File: config.mk
export PLATFORM = sky130hd
export DESIGN_NAME = blocpu_loader_flat
export DESIGN_NICKNAME = d
export VERILOG_FILES = /design/src/rtl/blocpu_loader_if.sv /design/src/rtl/blocpu_loader.sv /design/src/flat_wrapper.sv
export SDC_FILE = /design/constraint.sdc
export NUM_CORES = 1
export LEC_CHECK = 0
export CAP_MARGIN = 20
export CORE_AREA = 2 2 90 84
export CTS_CLUSTER_SIZE = 28
export DETAILED_ROUTE_END_ITERATION = 8
export DIE_AREA = 0 0 92 86
export PLACE_DENSITY = 0.76
export SLEW_MARGIN = 30
export SYNTH_ARGS = -nofsm -noshare
export SYNTH_HDL_FRONTEND = slang
export SYNTH_SLANG_ARGS = --single-unit
File: constraint.sdc
create_clock -name in_clock -period 2.5 [get_ports in_clock]
set_input_delay 0.25 -clock in_clock [delete_from_list [all_inputs] [get_ports in_clock]]
set_output_delay 0.25 -clock in_clock [all_outputs]
set_load 0.05 [all_outputs]
File: src/rtl/blocpu_loader_if.sv
// Host word interface for blocpu_loader: program words streamed by the host.
//
// Handshake: a word transfers on a rising clock edge where in_host_valid and
// out_host_ready are both high. The host keeps in_host_word / in_host_last
// stable while valid is high and ready is low; the loader never drops a word
// that was not transferred. Ready does not depend on valid.
interface blocpu_loader_if #(
  parameter int INSTRUCTION_WIDTH = 12
) ();
  logic [INSTRUCTION_WIDTH-1:0] in_host_word;
  logic                         in_host_valid;
  logic                         in_host_last;
  logic                         out_host_ready;

  modport slave (
    input  in_host_word,
    input  in_host_valid,
    input  in_host_last,
    output out_host_ready
  );

  modport master (
    output in_host_word,
    output in_host_valid,
    output in_host_last,
    input  out_host_ready
  );
endinterface

File: src/rtl/blocpu_loader.sv
// blocpu_loader: resets the blocpu core, streams a program into its
// instruction memory through the posedge-triggered write port, starts it and
// reports completion when the core drops running.
// Optional feature macro: BLOCPU_LOADER_WATCHDOG_EN (run-time watchdog,
// error code 2 after WATCHDOG_CYCLES cycles in WAIT_HIGH/RUN).
module blocpu_loader #(
  parameter int INSTRUCTION_WIDTH = 12,
  parameter int ADDRESS_WIDTH     = 16,
  parameter int MAX_WORDS         = 4096,
  parameter int RESET_CYCLES      = 4,
  parameter int WATCHDOG_CYCLES   = 65535
) (
  input  logic                         in_clock,
  input  logic                         in_reset_n,
  input  logic                         in_start,
  input  logic                         in_abort,
  blocpu_loader_if.slave               host,
  output logic                         out_core_reset,
  output logic                         out_core_run,
  input  logic                         in_core_running,
  output logic [INSTRUCTION_WIDTH-1:0] out_instruction,
  output logic [ADDRESS_WIDTH-1:0]     out_instruction_address,
  output logic                         out_instruction_write,
  output logic                         out_busy,
  output logic                         out_done,
  output logic [1:0]                   out_error,
  output logic [ADDRESS_WIDTH-1:0]     out_word_count,
  output logic [3:0]                   out_debug_state
);

  typedef enum logic [3:0] {
    S_IDLE      = 4'd0,
    S_RESET     = 4'd1,
    S_LOAD_WAIT = 4'd2,
    S_WR_SETUP  = 4'd3,
    S_WR_STROBE = 4'd4,
    S_WR_HOLD   = 4'd5,
    S_START     = 4'd6,
    S_WAIT_HIGH = 4'd7,
    S_RUN       = 4'd8,
    S_DONE      = 4'd9,
    S_ERROR     = 4'd10
  } state_t;

  localparam logic [1:0] ERR_NONE     = 2'd0;
  localparam logic [1:0] ERR_OVERFLOW = 2'd1;
  localparam logic [1:0] ERR_WATCHDOG = 2'd2;
  localparam logic [1:0] ERR_ABORT    = 2'd3;

  // Word counter is one bit wider than the address so MAX_WORDS up to
  // 2^ADDRESS_WIDTH can be represented and compared without wrapping.
  localparam int                    CNT_W   = ADDRESS_WIDTH + 1;
  localparam logic [CNT_W-1:0]      MAX_W   = CNT_W'(MAX_WORDS);
  localparam int                    RC_W    = (RESET_CYCLES > 1) ? $clog2(RESET_CYCLES) : 1;
  localparam logic [RC_W-1:0]       RC_LAST = RC_W'(RESET_CYCLES - 1);

  state_t                         state_q, state_d;
  logic [RC_W-1:0]                rst_cnt_q, rst_cnt_d;
  logic [ADDRESS_WIDTH-1:0]       addr_q, addr_d;
  logic [CNT_W-1:0]               cnt_q, cnt_d;
  logic [INSTRUCTION_WIDTH-1:0]   instr_q, instr_d;
  logic                           last_q, last_d;
  logic [1:0]                     err_q, err_d;
  logic                           err_entry_q, err_entry_d;
  logic                           busy;

`ifdef BLOCPU_LOADER_WATCHDOG_EN
  localparam int                  WD_W    = (WATCHDOG_CYCLES > 1) ? $clog2(WATCHDOG_CYCLES) : 1;
  localparam logic [WD_W-1:0]     WD_LAST = WD_W'(WATCHDOG_CYCLES - 1);
  logic [WD_W-1:0]                wd_q, wd_d;
`else
  logic                           unused_watchdog_cfg;
  assign unused_watchdog_cfg = ^WATCHDOG_CYCLES;
`endif

  assign busy = !(state_q == S_IDLE || state_q == S_DONE || state_q == S_ERROR);

  // Next-state logic: abort beats every other transition out of a busy state.
  always_comb begin
    state_d     = state_q;
    rst_cnt_d   = rst_cnt_q;
    addr_d      = addr_q;
    cnt_d       = cnt_q;
    instr_d     = instr_q;
    last_d      = last_q;
    err_d       = err_q;
`ifdef BLOCPU_LOADER_WATCHDOG_EN
    wd_d        = wd_q;
`endif
    if (busy && in_abort) begin
      state_d = S_ERROR;
      err_d   = ERR_ABORT;
    end else begin
      unique case (state_q)
        S_IDLE, S_DONE, S_ERROR: begin
          if (in_start) begin
            state_d   = S_RESET;
            rst_cnt_d = '0;
            addr_d    = '0;
            cnt_d     = '0;
            instr_d   = '0;
            last_d    = 1'b0;
            err_d     = ERR_NONE;
          end
        end
        S_RESET: begin
          if (rst_cnt_q == RC_LAST) state_d = S_LOAD_WAIT;
          else                      rst_cnt_d = rst_cnt_q + 1'b1;
        end
        S_LOAD_WAIT: begin
          // Ready is high here, so valid alone means the handshake fires.
          if (host.in_host_valid) begin
            if (cnt_q == MAX_W) begin
              state_d = S_ERROR;
              err_d   = ERR_OVERFLOW;
            end else begin
              instr_d = host.in_host_word;
              last_d  = host.in_host_last;
              state_d = S_WR_SETUP;
            end
          end
        end
        S_WR_SETUP:  state_d = S_WR_STROBE;
        S_WR_STROBE: begin
          state_d = S_WR_HOLD;
          cnt_d   = cnt_q + 1'b1;
        end
        S_WR_HOLD: begin
          if (last_q) begin
            state_d = S_START;
          end else begin
            addr_d  = addr_q + 1'b1;
            state_d = S_LOAD_WAIT;
          end
        end
        S_START: begin
          state_d = S_WAIT_HIGH;
`ifdef BLOCPU_LOADER_WATCHDOG_EN
          wd_d    = '0;
`endif
        end
        S_WAIT_HIGH: begin
`ifdef BLOCPU_LOADER_WATCHDOG_EN
          wd_d = wd_q + 1'b1;
          if (wd_q == WD_LAST) begin
            state_d = S_ERROR;
            err_d   = ERR_WATCHDOG;
          end else
`endif
          if (in_core_running) state_d = S_RUN;
        end
        S_RUN: begin
          if (!in_core_running) state_d = S_DONE;
`ifdef BLOCPU_LOADER_WATCHDOG_EN
          else if (wd_q == WD_LAST) begin
            state_d = S_ERROR;
            err_d   = ERR_WATCHDOG;
          end
          wd_d = wd_q + 1'b1;
`endif
        end
        default: state_d = S_IDLE;
      endcase
    end
    // One-cycle core reset pulse on every entry into ERROR.
    err_entry_d = (state_d == S_ERROR) && (state_q != S_ERROR);
  end

  // State and datapath registers.
  always_ff @(posedge in_clock or negedge in_reset_n) begin
    if (!in_reset_n) begin
      state_q     <= S_IDLE;
      rst_cnt_q   <= '0;
      addr_q      <= '0;
      cnt_q       <= '0;
      instr_q     <= '0;
      last_q      <= 1'b0;
      err_q       <= ERR_NONE;
      err_entry_q <= 1'b0;
`ifdef BLOCPU_LOADER_WATCHDOG_EN
      wd_q        <= '0;
`endif
    end else begin
      state_q     <= state_d;
      rst_cnt_q   <= rst_cnt_d;
      addr_q      <= addr_d;
      cnt_q       <= cnt_d;
      instr_q     <= instr_d;
      last_q      <= last_d;
      err_q       <= err_d;
      err_entry_q <= err_entry_d;
`ifdef BLOCPU_LOADER_WATCHDOG_EN
      wd_q        <= wd_d;
`endif
    end
  end

  // Outputs decoded from state; core data/address lines idle at 0 outside
  // the three write phases so the core only ever sees a stable word around
  // the strobe.
  always_comb begin
    logic wr_phase;
    wr_phase                = (state_q == S_WR_SETUP) || (state_q == S_WR_STROBE) ||
                              (state_q == S_WR_HOLD);
    host.out_host_ready     = (state_q == S_LOAD_WAIT);
    out_core_reset          = (state_q == S_RESET) || ((state_q == S_ERROR) && err_entry_q);
    out_core_run            = (state_q == S_START);
    out_instruction_write   = (state_q == S_WR_STROBE);
    out_instruction         = wr_phase ? instr_q : '0;
    out_instruction_address = wr_phase ? addr_q : '0;
    out_busy                = busy;
    out_done                = (state_q == S_DONE);
    out_error               = (state_q == S_ERROR) ? err_q : ERR_NONE;
    out_word_count          = cnt_q[ADDRESS_WIDTH-1:0];
    out_debug_state         = state_q;
  end

endmodule

File: src/flat_wrapper.sv
// flat-port wrapper written by rule: the top's interface ports become plain ports
module blocpu_loader_flat 
#(
  parameter int INSTRUCTION_WIDTH = 12,
  parameter int ADDRESS_WIDTH     = 16,
  parameter int MAX_WORDS         = 4096,
  parameter int RESET_CYCLES      = 4,
  parameter int WATCHDOG_CYCLES   = 65535
)
  (in_clock, in_reset_n, in_start, in_abort, out_core_reset, out_core_run, in_core_running, out_instruction, out_instruction_address, out_instruction_write, out_busy, out_done, out_error, out_word_count, out_debug_state, host_in_host_word, host_in_host_valid, host_in_host_last, host_out_host_ready);
  blocpu_loader_if #(.INSTRUCTION_WIDTH(INSTRUCTION_WIDTH)) host_i ();
  input  logic in_clock;
  input  logic in_reset_n;
  input  logic in_start;
  input  logic in_abort;
  output logic out_core_reset;
  output logic out_core_run;
  input  logic in_core_running;
  output logic [INSTRUCTION_WIDTH-1:0] out_instruction;
  output logic [ADDRESS_WIDTH-1:0] out_instruction_address;
  output logic out_instruction_write;
  output logic out_busy;
  output logic out_done;
  output logic [1:0] out_error;
  output logic [ADDRESS_WIDTH-1:0] out_word_count;
  output logic [3:0] out_debug_state;
  input wire logic [$bits(host_i.in_host_word)-1:0] host_in_host_word;
  input wire logic [$bits(host_i.in_host_valid)-1:0] host_in_host_valid;
  input wire logic [$bits(host_i.in_host_last)-1:0] host_in_host_last;
  output wire logic [$bits(host_i.out_host_ready)-1:0] host_out_host_ready;
  assign host_i.in_host_word = host_in_host_word;
  assign host_i.in_host_valid = host_in_host_valid;
  assign host_i.in_host_last = host_in_host_last;
  assign host_out_host_ready = host_i.out_host_ready;
  blocpu_loader #(.INSTRUCTION_WIDTH(INSTRUCTION_WIDTH), .ADDRESS_WIDTH(ADDRESS_WIDTH), .MAX_WORDS(MAX_WORDS), .RESET_CYCLES(RESET_CYCLES), .WATCHDOG_CYCLES(WATCHDOG_CYCLES)) u_core (.in_clock(in_clock), .in_reset_n(in_reset_n), .in_start(in_start), .in_abort(in_abort), .host(host_i), .out_core_reset(out_core_reset), .out_core_run(out_core_run), .in_core_running(in_core_running), .out_instruction(out_instruction), .out_instruction_address(out_instruction_address), .out_instruction_write(out_instruction_write), .out_busy(out_busy), .out_done(out_done), .out_error(out_error), .out_word_count(out_word_count), .out_debug_state(out_debug_state));
endmodule
# Word level (Yosys, flattened, before mapping)
# Index checks and enable logic that the tools add are counted.
# totals
register_bits	55
in_bits	19
output_inout_bits	56
elab_cells	87
# op_classes
n_addsub	3
n_eq_ne	22
n_mux	32
bitwise	1
reduce_logical	21
# op_table
op	n
2-to-1 mux 12 bit	4
2-to-1 mux 16 bit	3
case mux 4 bit (9 select lines)	1
case mux 17 bit (2 select lines)	1
case mux 16 bit (2 select lines)	1
2-to-1 mux 4 bit	7
case mux 12 bit (2 select lines)	1
adder 17 x 1 -> 17 bit (second input constant)	1
equality test 17 x 13 -> 1 bit (second input constant)	1
2-to-1 mux 17 bit	1
adder 16 x 1 -> 16 bit (second input constant)	1
equality test 4 x 3 -> 1 bit (second input constant)	4
equality test 4 bit (second input constant)	4
2-to-1 mux 2 bit	6
AND reduction 4 bit	3
!= test 2 bit (second input constant)	5
equality test 4 x 2 -> 1 bit (second input constant)	2
case mux 2 bit (2 select lines)	2
nonzero test 2 bit	4
!= test 3 x 2 -> 1 bit (second input constant)	2
logical OR 1 bit	5
AND reduction 5 bit	1
equality test 4 x 1 -> 1 bit (second input constant)	1
logical NOT 4 bit	1
13 further kinds	17

# Depth between registers and ports, before layout
# logic_depth
depth_word	8
ltp_mapped	9
ltp_nobuf	7

# Least setup slack after synthesis
# OpenSTA, ideal clock, no wires.
# synth_timing
kind	register to output
from	register u_core.state_q[1] (netlist: u_core.out_debug_state[1])
to	output port out_instruction_address[5]
arrival_time_ns	2.295
required_ns	2.250
slack_ns	-0.045
stages_incl_launch_ff	6
path_buffers	1
path_cell_list	dfrtp_1 buf_2 nand2_1 nor2_1 a21oi_1 nor3_1
# synth_via
elab_chain_len	4
elab_cells_between_ends	6
classes_between	3 x eq/ne; 1 x mux; 2 x reduce/logical
# synth_rtl
item	line_no	source
start, declared	blocpu_loader.sv:57	state_t state_q, state_d;
start signal, assigned	blocpu_loader.sv:184	state_q <= state_d;
equality test 4 x 2 -> 1 bit or equality test 4 x 3 -> 1 bit (tied branches)	blocpu_loader.sv:203	wr_phase = (state_q == S_WR_SETUP) || (state_q == S_WR_STROBE) ||
logical OR 1 bit	blocpu_loader.sv:203	
logical OR 1 bit (*)	blocpu_loader.sv:203	
2-to-1 mux 16 bit (*)	blocpu_loader.sv:210	out_instruction_address = wr_phase ? addr_q : '0;
end, declared	flat_wrapper.sv:20	output logic [ADDRESS_WIDTH-1:0] out_instruction_address;
# Every way passes the cells marked *; elsewhere a longest branch is shown, timed or not.

# Worst setup path in the final report
# layout_timing
from	register u_core.state_q[3] (netlist: u_core.out_debug_state[3])
to	register u_core.addr_q[0]
# layout_via
elab_chain_len	7
elab_cells_between_ends	15
classes_between	5 x eq/ne; 1 x mux; 1 x bitwise; 8 x reduce/logical
# layout_rtl
item	line_no	source
equality test 4 bit or logical NOT 4 bit (tied branches)	blocpu_loader.sv:76, blocpu_loader.sv:94	
logical OR 1 bit (2 in series)	blocpu_loader.sv:76	assign busy = !(state_q == S_IDLE || state_q == S_DONE || state_q == S_ERROR);
logical NOT 1 bit	blocpu_loader.sv:76	
logical AND 1 bit	blocpu_loader.sv:90	if (busy && in_abort) begin
inverter 1 bit (no source line)	--	
AND reduction 4 bit (no source line)	--	
end signal, assigned	blocpu_loader.sv:186	addr_q <= addr_d;
end, declared	blocpu_loader.sv:59	logic [ADDRESS_WIDTH-1:0] addr_q, addr_d;
# Several ways; a longest one is shown, not always the timed one.
# A chain may end at the register's enable or synchronous reset.

==> qor.json <==
{
  "status": "finished, final reports clean",
  "vdd_drop_max_uv": 545.1,
  "worst_setup_hold_path_clk_slew_ps": 120,
  "timing.final.setup_violations": 0,
  "route.detailed.wl_per_inst_um": 16.39,
  "worst_setup_path_startpoint": "u_core.out_debug_state[3]$_DFF_PN0_",
  "route.antenna.remaining_nets": 0,
  "avgViaCountPerCell": 5.712,
  "finClkSkew_ps": 10.69,
  "worstPathMaxFanout": 10,
  "power.leakage_uw": 0.001996,
  "synth_enable_flop_cells": 0,
  "chipHeight_um": 86,
  "worst_hold_path_type": "input port to asynchronous set/reset pin",
  "grt_pass1_vias": 3056,
  "place_hpwl_mm": 6.766,
  "post_synth_instance_area_mm2": 0.003531,
  "arrival_time_of_the_worst_setup_path_ps": 2510,
  "die_w_um": 92,
  "floorplan.initialDensity": 0.5122,
  "yosysSeqAreaShare": 0.3898,
  "post-synth-top-area-fraction": 0.3898,
  "grt_setup_unrepaired": "false",
  "synth_cell_type_count": 53,
  "end_kind": "flop",
  "place_congestion": 0.8966,
  "rrSetupSlack_ps": 200,
  "p_per_area_mw_per_mm2": 872.4,
  "detail_route.drc_violations": 0,
  "synth_top_cell_by_area": "dfrtp_1",
  "post-synth-top-count-cell": "dfrtp_1",
  "n_antenna_cell": 0,
  "dp_slack_ps": 113.2,
  "layout-area-overhead-vs-synth_pct": 32.81,
  "final_layout_size_suffix_gt1_frac": 0.1961,
  "ys_ff_latch": 55,
  "syn_inst": 390,
  "number_of_fill_cells_in_the_layout": 566,
  "max_slew_margin": 0.5839,
  "setup_slack_ps": 197.6,
  "post_synth_most_frequent_cells": "55 x dfrtp_1, 35 x nor2_1, 31 x nand2_1, 25 x and2_1",
  "min_period_ps": 2302,
  "clkLatencyLatePin_ps": 320,
  "post_synth.cell_area_avg_um2": 9.054,
  "setup.worst_path.start_class": "flop",
  "detailed_place.area_mm2": 0.004564,
  "worst_slew_pin_slew_ps": 624.1,
  "worst_ep_required_time_ps": 2710,
  "cts.root.buffer_cell": "clkbuf_8",
  "num-nets-final": 481,
  "die_area_mm2": 0.007912,
  "r2r_end": "u_core.addr_q[0]$_DFFE_PN0P_",
  "port_buffers": 74,
  "finalMaxSlewViolations": 0,
  "initial_antenna_violation_count": 0,
  "cts.sinks": 55,
  "vias": 3153,
  "ys_async_sr_fraction": 1.000,
  "fp.coreArea_mm2": 0.006894,
  "firstDrtPassIters": 5,
  "synth_fp_nets": 413,
  "io-pin-count": 75,
  "detailed_router_s_first_iteration_violation_count": 215,
  "placementRows": 29,
  "cts_buffer_depth": 2,
  "tritoncts": "done",
  "reg2regPathDepth": 6,
  "cts-buffers-inserted": 5,
  "timing.final.hold_violations": 0,
  "yosys_warnings": 0,
  "htreeDepth": 2,
  "achievable-frequency_mhz": 434.3,
  "setup.worst_path.class": "flop to flop",
  "critPathCapture": "u_core.addr_q[0]$_DFFE_PN0P_",
  "gr-total-overflow": 0,
  "period_share": 0.9209,
  "worstReg2RegStart": "u_core.out_debug_state[3]$_DFF_PN0_",
  "ys_top_cells_by_area": "dfrtp_1 39%, and2_1 4.4%, buf_4 3.8%",
  "grt_first_pass_wirelength_mm": 15.06,
  "max_cap_check_violation_count": 0,
  "design_area_mm2": 0.004690,
  "postSynth.topFlopCell": "dfrtp_1",
  "wl_mm": 9.047,
  "globalRouteTotalUtil": 0.2376,
  "grt_start_max_net_pins": 27
}
## timing repair
action / CTS / global route
endpoints found under the hold margin: 24 / 0
setup buffers: 0 / 0
hold buffers: 1 / 0
gates resized for setup: 0 / 1
endpoints found under the setup margin: 0 / 24
## flip-flops by register name, indices dropped and copies added, names as in the netlist
name / count
u_core.addr_q: 16
u_core.last_q: 1
u_core.instr_q: 12
u_core.cnt_q: 17
u_core.err_entry_q: 1
u_core.rst_cnt_q: 2
u_core.err_q: 2
u_core.out_debug_state: 4
## cell type report
class | count | area, µm² | area share
repair buffers | 97 | 1146 | 0.2444
multi-input cells | 282 | 1886 | 0.4021
clock inverters | 3 | 31.28 | 0.006670
flip-flops and latches | 55 | 1376 | 0.2935
clock buffers | 5 | 68.82 | 0.01467
inverters | 17 | 65.06 | 0.01387
well taps | 93 | 116.4 | 0.02481
## cells in the final DEF, fill, tap and decap left out, drive strengths merged, types with 7 or more instances in the layout
master         netlist  layout
buf                 29      59
nor4                15      15
mux2i               10      10
nand2b              16      16
o21ai               11      11
nor2                35      35
and2                25      25
nand2               31      31
nand4               12      12
xor2                 8       8
xnor2                7       7
inv                 16      18
dfrtp               55      55
nor3                15      15
a21oi               14      14
a22o                14      14
clkdlybuf4s50        0      37
nand3               18      18
## worst min path at each step
stage / startpoint / end / slack, ps / cells after the start
3_3_place_gp: in_reset_n / u_core.addr_q[6]$_DFFE_PN0P_ / 290 / 1
4_1_cts: in_reset_n / u_core.addr_q[5]$_DFFE_PN0P_ / 480 / 2
3_5_place_dp: in_reset_n / u_core.cnt_q[16]$_DFFE_PN0P_ / 300 / 1
2_1_floorplan: in_reset_n / u_core.addr_q[0]$_DFFE_PN0P_ / -50 / 0
6_report: in_reset_n / u_core.addr_q[5]$_DFFE_PN0P_ / 470 / 2
5_1_grt: in_reset_n / u_core.addr_q[5]$_DFFE_PN0P_ / 520 / 2
## metrics by stage
step	TNS (ps)	power, µW	hold slack [ps]	util	instances
floorplan	-179.3	2745	-45.59	-	390
global placement	0	3457	289.7	0.6617	543
detailed placement	0	3513	298.8	0.6621	543
CTS	0	4074	479.2	0.6780	552
global route	0	4340	523.3	0.6802	552
finish	0	4091	465.1	0.6802	552
## worst max-delay path, cell delays in order, from the launching register on
cell and delay, ps:
dfrtp_1 590, buf_4 230, nor2b_1 270, nand2_1 180, o31a_1 310, nor3_2 260
mux2_1 350
## cells by family (layout without fill, tap and decap cells)
kind of cell | count (synthesis) | after routing | share of synthesized area
compound gates | 63 | 63 | 0.1311
xor+xnor | 15 | 15 | 0.03721
fa+ha+maj | 4 | 4 | 0.01417
buf+inv | 53 | 122 | 0.08115
flops | 55 | 55 | 0.3898
mux | 14 | 14 | 0.04111
simple gates | 186 | 186 | 0.3055
## report_power, final
part           leakage (µW)  internal, µW  switching, µW  total [µW]
sequential         0.000748          1050            124        1170
combinational       0.00120           865           1500        2360
clock             0.0000522           214            343         557
total               0.00200          2130           1960        4090
## metal layers
layer,global-route usage,up-vias,share of wire
met2,0.4011,90,0.50
met3,0.04482,7,0.049
met5,0,-,0
li1,-,1505,-
met4,0.05292,0,0.0080
met1,0.3209,1551,0.44
(Power assumes the default switching activity.)
